--- src/rtl/vga_addr_gen.sv ---
// Pixel-fetch stage: turns timing-block enables into frame-buffer reads and a
// one-tick-delayed RGB/DE/sync stream. Optional macro: VGA_ADDR_GEN_BORDER_EN.
module vga_addr_gen #(
    parameter int H_VISIBLE = 640,
    parameter int V_VISIBLE = 480,
    parameter int ADDR_BIT  = 19,
    parameter int PX_BIT    = 8,
    parameter int RD_LAT    = 1
) (
    input  logic                clk,
    input  logic                i_sclr,
    input  logic                i_px_clk,
    input  logic                i_hsync_en,
    input  logic                i_vsync_en,
    input  logic                i_haddr_en,
    input  logic                i_vaddr_en,
    input  logic [PX_BIT-1:0]   i_rdata,
    output logic [ADDR_BIT-1:0] o_raddr,
    output logic                o_ren,
    output logic [PX_BIT-1:0]   o_rgb,
    output logic                o_de,
    output logic                o_hsync,
    output logic                o_vsync,
    output logic                o_frame_done,
    output logic                o_err
);

    localparam int XW = $clog2(H_VISIBLE + 1);
    localparam int YW = $clog2(V_VISIBLE + 1);

    typedef enum logic [1:0] {
        ST_IDLE  = 2'd0,
        ST_ARMED = 2'd1,
        ST_DONE  = 2'd2
    } state_t;

    state_t                state;
    logic [ADDR_BIT-1:0]   addr;
    logic [XW-1:0]         x;
    logic [YW-1:0]         y;
    logic                  hs_d;
    logic                  vs_d;
    logic                  pend_ovf;
    logic [PX_BIT-1:0]     hold;
    logic                  hold_valid;
    logic [RD_LAT-1:0]     rd_pipe;
`ifdef VGA_ADDR_GEN_BORDER_EN
    logic                  pend_border;
    logic                  border_px;
`endif

    logic                  vis;
    logic                  frame_start;
    state_t                eff_state;
    logic [ADDR_BIT-1:0]   eff_addr;
    logic [XW-1:0]         eff_x;
    logic [YW-1:0]         eff_y;
    logic                  do_fetch;
    logic                  do_ovf;
    logic                  last_px;

    // A frame start on the same tick as a visible pixel overrides the counters,
    // so the fetch on that tick already uses address 0.
    assign vis         = i_haddr_en & i_vaddr_en;
    assign frame_start = i_vsync_en & ~vs_d;
    assign eff_state   = frame_start ? ST_ARMED : state;
    assign eff_addr    = frame_start ? '0 : addr;
    assign eff_x       = frame_start ? '0 : x;
    assign eff_y       = frame_start ? '0 : y;
    assign do_fetch    = i_px_clk & vis & (eff_state == ST_ARMED);
    assign do_ovf      = i_px_clk & vis & (eff_state == ST_DONE);
    assign last_px     = (eff_x == XW'(H_VISIBLE - 1)) && (eff_y == YW'(V_VISIBLE - 1));
`ifdef VGA_ADDR_GEN_BORDER_EN
    assign border_px   = (eff_x == '0) || (eff_x == XW'(H_VISIBLE - 1)) ||
                         (eff_y == '0) || (eff_y == YW'(V_VISIBLE - 1));
`endif

    always_ff @(posedge clk or posedge i_sclr) begin
        if (i_sclr) begin
            state        <= ST_IDLE;
            addr         <= '0;
            x            <= '0;
            y            <= '0;
            hs_d         <= 1'b0;
            vs_d         <= 1'b0;
            pend_ovf     <= 1'b0;
            hold         <= '0;
            hold_valid   <= 1'b0;
            rd_pipe      <= '0;
`ifdef VGA_ADDR_GEN_BORDER_EN
            pend_border  <= 1'b0;
`endif
            o_raddr      <= '0;
            o_ren        <= 1'b0;
            o_rgb        <= '0;
            o_de         <= 1'b0;
            o_hsync      <= 1'b0;
            o_vsync      <= 1'b0;
            o_frame_done <= 1'b0;
            o_err        <= 1'b0;
        end else begin
            o_ren        <= 1'b0;
            o_frame_done <= 1'b0;
            rd_pipe[0]   <= o_ren;
            for (int i = 1; i < RD_LAT; i++) begin
                rd_pipe[i] <= rd_pipe[i-1];
            end

            if (i_px_clk) begin
                hs_d    <= i_hsync_en;
                vs_d    <= i_vsync_en;
                o_hsync <= hs_d;
                o_vsync <= vs_d;

                // Output stage shows whatever the previous tick produced.
                if (pend_ovf) begin
                    o_de  <= 1'b1;
                    o_rgb <= '0;
                end else if (hold_valid) begin
                    o_de  <= 1'b1;
`ifdef VGA_ADDR_GEN_BORDER_EN
                    o_rgb <= pend_border ? '1 : hold;
`else
                    o_rgb <= hold;
`endif
                end else begin
                    o_de  <= 1'b0;
                    o_rgb <= '0;
                end
                hold_valid <= 1'b0;
                pend_ovf   <= do_ovf;
`ifdef VGA_ADDR_GEN_BORDER_EN
                pend_border <= do_fetch & border_px;
`endif

                if (frame_start) begin
                    state <= ST_ARMED;
                    addr  <= '0;
                    x     <= '0;
                    y     <= '0;
                end
                if (do_fetch) begin
                    o_ren   <= 1'b1;
                    o_raddr <= eff_addr;
                    addr    <= eff_addr + ADDR_BIT'(1);
                    if (eff_x == XW'(H_VISIBLE - 1)) begin
                        x <= '0;
                        y <= eff_y + YW'(1);
                    end else begin
                        x <= eff_x + XW'(1);
                    end
                    if (last_px) begin
                        state        <= ST_DONE;
                        o_frame_done <= 1'b1;
                    end
                end
                if (do_ovf) begin
                    o_err <= 1'b1;
                end
            end

            // Returned data lands RD_LAT cycles after the strobe.
            if (rd_pipe[RD_LAT-1]) begin
                hold       <= i_rdata;
                hold_valid <= 1'b1;
            end
        end
    end

endmodule
--- config.mk ---
export PLATFORM = sky130hd
export DESIGN_NAME = vga_addr_gen
export DESIGN_NICKNAME = d
export VERILOG_FILES = /design/src/rtl/vga_addr_gen.sv
export SDC_FILE = /design/constraint.sdc
export NUM_CORES = 1
export LEC_CHECK = 0
export BUFFER_PORTS_ARGS = -buffer_cell sky130_fd_sc_hd__buf_4
export CAP_MARGIN = 20
export CORE_MARGIN = 1
export CORE_UTILIZATION = 30
export CTS_CLUSTER_SIZE = 40
export DETAILED_ROUTE_END_ITERATION = 7
export GPL_ROUTABILITY_DRIVEN = 0
export RECOVER_POWER = 50
export REMOVE_ABC_BUFFERS = 1
export SYNTH_ARGS = -nofsm -noshare
export SYNTH_HDL_FRONTEND = slang
export SYNTH_SLANG_ARGS = --single-unit
--- constraint.sdc ---
create_clock -name clk -period 3.2 [get_ports clk]
set_input_delay 0.16 -clock clk [delete_from_list [all_inputs] [get_ports clk]]
set_output_delay 0.16 -clock clk [all_outputs]
set_load 0.05 [all_outputs]
Word-level counts from Yosys, hierarchy flattened
Index checks and enable logic that the tools add are counted.
W data, S select, Z words.
- bits in read-only memories: 0
- bits in writable memories: 0
- word-level logic and storage cells: 57
- memories kept: 0
- bits of input ports: 15
- output and inout port bits: 33
- bits in latches: 0
- register bits: 86
- divide/modulo/power cells: 0
- magnitude comparators: 0
- multiplexer cells: 22
- bitwise gates (word level): 6
- $add $sub $neg: 3
- $mul: 0
- reductions and logical operators: 4
- shift-type cells: 0
- equal/unequal tests: 4
- operator list (operator ; count):
    $mux W19 ; 2
    $mux W10 ; 3
    $mux W9 ; 3
    $add A19 B1 Y19 const B ; 1
    $mux W8 ; 2
    $add A10 B1 Y10 const B ; 1
    $eq A10 B10 Y1 const B ; 1
    $add A9 B1 Y9 const B ; 1
    $eq A9 B9 Y1 const B ; 1
    $mux W1 ; 9
    $mux W2 ; 3
    $and A1 B1 Y1 ; 5
    $reduce_and A2 Y1 ; 2
    $eq A2 B1 Y1 const B ; 1
    $eq A2 B2 Y1 const B ; 1
    $reduce_bool A2 Y1 ; 1
    $logic_and A1 B1 Y1 ; 1
    $not A1 Y1 ; 1

Depth between registers and ports, before layout
- depth after elaboration: 8
- gate-level depth with buffers: 11
- mapped depth without buffers: 8

Least setup slack after synthesis
No wires, ideal clock.
- path kind: flip-flop to flip-flop
- start: register vs_d
- end: register x[3]
- path slack: 0.692 ns
- clock period less this slack: 2.508 ns
- setup time: 0.124 ns
- buffers on the path: 2
- data arrival time: 2.384 ns
- cell stages (with the launch flop): 11
- data required time: 3.076 ns
- path through: dfrtp_1 > nand2b_1 > clkbuf_1 > clkbuf_1 > and2_1 > ha_1 > nor4bb_1 > nand4_1 > nor2_8 > and4b_1 > a211o_1
- cells in the longest elaborated chain, start to end: 6
- elaborated cells on any way between the ends: 10
- those cells by class: 1 x add/sub; 2 x eq/ne; 4 x mux; 3 x bitwise
- RTL lines (element ; line ; text):
    start: declaration ; 42 ; logic vs_d;
    start signal: assignment ; 111 ; vs_d <= i_vsync_en;
    $not A1 Y1 (*) ; 65 ; assign frame_start = i_vsync_en & ~vs_d;
    $and A1 B1 Y1 (*) ; 65 ;
    $mux W10 or $mux W2 (tied branches) ; n/a ;
    $add A10 B1 Y10 (tied with other cells) ; 150 ; x <= eff_x + XW'(1);
    $mux W10 or $and A1 B1 Y1 (tied branches) ; 146, 70 ;
    $mux W10 (*) ; 142 ; if (do_fetch) begin
    end signal: assignment ; 150 ;
    end: declaration ; 39 ; logic [XW-1:0] x;
Every way passes the cells marked *; elsewhere a longest branch is shown, timed or not.
A chain may end at the register's enable or synchronous reset.

Worst setup path in the final report
- start: input port i_px_clk
- end: register x[3]
- cells in the longest elaborated chain, start to end: 3
- RTL lines (element ; line ; text):
    start: declaration ; 12 ; input logic i_px_clk,
    $and A1 B1 Y1 (2 in series) ; 70 ; assign do_fetch = i_px_clk & vis & (eff_state == ST_ARMED);
    $mux W10 ; 142 ;
Several ways; a longest one is shown, not always the timed one.

==> run metrics <==
Vias between 2000 and 3000; slew of the pin with the lowest slew margin about 2.1 ns; ANT cells 0; Top Ports 48; top-count cell post-synth nand2_1; EDFF count, synth 0; Design Area, Final around 0.0047 mm²; FF+latch count, synth between 80 and 90; Placed Instance Area approximately 0.0044 mm²; hold path startpoint i_rdata[1]; all-layer global routing usage 0.138; cell taking the most area after synthesis dfrtp_1; Setup crit start kind primary input; Final #Nets ~440; final wirelength between 8000 and 9000 µm; # clock sinks 86; initial antenna violation count 0; Synth top area share 0.558; pin count of the biggest net entering global routing slightly below 90; Starting Density 0.307; minimum clock period after layout approximately 2.6 ns; mux cell area share after synthesis 0.0376; Post-DRT Antenna Nets 0; Longest Clk Path Bufs 2; Most used DFF post-synth dfrtp_1; area growth from synthesis to layout 21.3%; vias in the first global route 2841; ys async rst share 1.00; largest family of logic cells by synthesized area simple AND/OR/NAND/NOR gates; Die Width about 120 µm; adder-cell area share of the yosys netlist 0.00973; Switching Share 0.271; Finished Layout Cells 602; Final HPWL DP 5490 µm; Placed Cells between 500 and 600; highest clock rate 390 MHz; outcome finished with violations; Internal Power 1.81 mW; Period Utilization, post-route 0.801; TritonCTS clock tree done; DR iter-0 viols 190; worst-case clock skew around 0.0094 ns; Skew-Pair Late Insertion Delay ~0.34 ns; drt first pass iters 4; met3 routed WL roughly 300 µm; setup tns final 0 ns; max-cap violation count 1; Logic pwr share 0.124; Total Die Area between 0.01 and 0.015 mm²; ranking of synthesized cells by area dfrtp_1 56%, nand2_1 9.3%, xor2_1 3.6%; CTS H-tree depth 3; row count 41; Reg clk slew, reported paths 0.06 ns; layout cells sized above 1 0.198; Post-Syn Area around 0.0039 mm²; Pleak between 2 and 2.5 nW; kind of critical path primary input to register; Die Y 115 µm; Crit path required time roughly 3.4 ns; Power Density around 530 mW/mm²; post-synthesis sequential area ratio 0.558; Port-buffer cells 47; critical path peak fanout 30; Root Driver clkbuf_16; Final Hold Violating Endpoints 0; Max-slew headroom -0.400; wl on met1 3940 µm; failing checks max-capacitance violations, max-slew violations; drt drc 0; worst endpoint data arrival time approximately 2.8 ns; XOR/XNOR Fraction of Synth Area 0.0636; Post-Syn Instances about 380; WL/cell 13.7 µm; CP Capture Type register; Syn Area/Cell 10.2 µm²; clock share of power 0.388; vias per cell ~4.7; Hold Crit Class primary input to register; Num CTS Buffers 9; CORE AREA approximately 0.013 mm²; area fraction in compound gates after synthesis 0.0759; Psw about 0.67 mW; share of power burned in registers 0.487; DR top layer met4; Critical Path Start i_px_clk; Post-Synth Simple-Gate Area 0.228; peak supply drop about 0.00031 V; Post-synth top cells 96 x nand2_1, 86 x dfrtp_1, 16 x xor2_1; Yosys Warn Count 0; final setup vio count 0; unrepaired setup endpoints after global routing false; grt ovf 0; final-report max-slew violation count between 80 and 90; first-pass GRT wire length approximately 14000 µm; worst r2r src vs_d$_DFFE_PP0P_; met2 wire length 3860 µm; synth unique cells 44
timing repair:
item | CTS | global route
hold endpoints to repair | 86 | 0
setup endpoints to repair | 0 | 0
hold buffers | 1 | 0
buffers inserted | 0 | 0
gates resized for setup | 0 | 0
cell families after synthesis:
logic type / Yosys count
DFF: 86
xor gates and xnor gates: 28
and+or+nand+nor: 178
muxes: 13
buffers and inverters: 27
adders and majority gates: 3
AOI/OAI and AO/OA: 43
placed cells by master, fill, tap and decap left out, types with 2 or more instances in the layout:
master / n
a21o_1: 3
nand4_1: 10
xor2_1: 16
buf_4: 51
nor2_1: 11
and2_1: 5
o2bb2ai_1: 11
ha_1: 3
xnor2_1: 12
inv_1: 7
a31oi_1: 4
nand2b_1: 3
and4_1: 3
o21ai_0: 14
clkbuf_16: 9
a21oi_1: 3
o211ai_1: 2
mux2_2: 12
and3_1: 10
clkinv_2: 5
clkbuf_1: 2
nand2_1: 96
nor4_1: 5
nor3_1: 7
nand3_1: 15
dfrtp_1: 86
or4_1: 2
worst max-delay path, stage by stage:
cell and delay [ns]:
buf_4 0.11, clkbuf_1 1.07, and3_1 0.35, nand2_1 0.08, inv_1 0.36, nand4_1 0.20, and4b_1 0.24, a211o_1 0.22
layout make-up:
class	instances	area, µm²
clock buffer	10	239
clock inverter	6	36.3
fill	1303	7890
inverter	8	31.3
multi-input combinational	265	1600
sequential	86	2150
tap	172	215
timing repair buffer	55	405
routing by layer:
layer	up-vias	track usage
met5	-	0
met4	0	0.0537
li1	1394	-
met2	56	0.215
met3	10	0.0364
met1	1366	0.182
state kept, by name, summed over array words and instances, names as in the netlist, 2 cells and up:
name / flops
addr: 19
hold: 8
o_raddr: 19
o_rgb: 8
state: 2
x: 10
y: 9
worst paths after layout:
path	endpoint	depth (start not counted)	slack, ns
worst max register to register	addr[16]$_DFFE_PP0P_	8	0.88
worst min register to register	rd_pipe$_DFF_PP0_	0	0.39
max in group asynchronous	x[0]$_DFFE_PP0P_	4	0.82
worst min-delay path	hold[1]$_DFFE_PP0P_	2	0.06
worst max-delay path	x[3]$_DFFE_PP0P_	8	0.64
min in group asynchronous	addr[6]$_DFFE_PP0P_	4	1.14
per-stage QoR:
step,hold slack [ns],power (mW),setup WS (ns),util
floorplan,0.245,1.42,0.535,-
global placement,0.303,1.53,0.989,0.351
detailed placement,0.304,1.54,0.913,0.351
CTS,0.0465,2.52,0.913,0.374
global route,0.0535,2.59,0.331,0.372
finish,0.0570,2.48,0.637,0.372
power groups by stage:
stage / sequential, mW / clock (mW) / combinational [mW]
final: 1.21 / 0.962 / 0.307
after global routing: 1.22 / 1.03 / 0.340
after CTS: 1.21 / 0.993 / 0.318
after detailed placement: 1.23 / 0 / 0.316
after global placement: 1.22 / 0 / 0.310
after floorplan: 1.29 / 0 / 0.135
(Power assumes the default switching activity.)
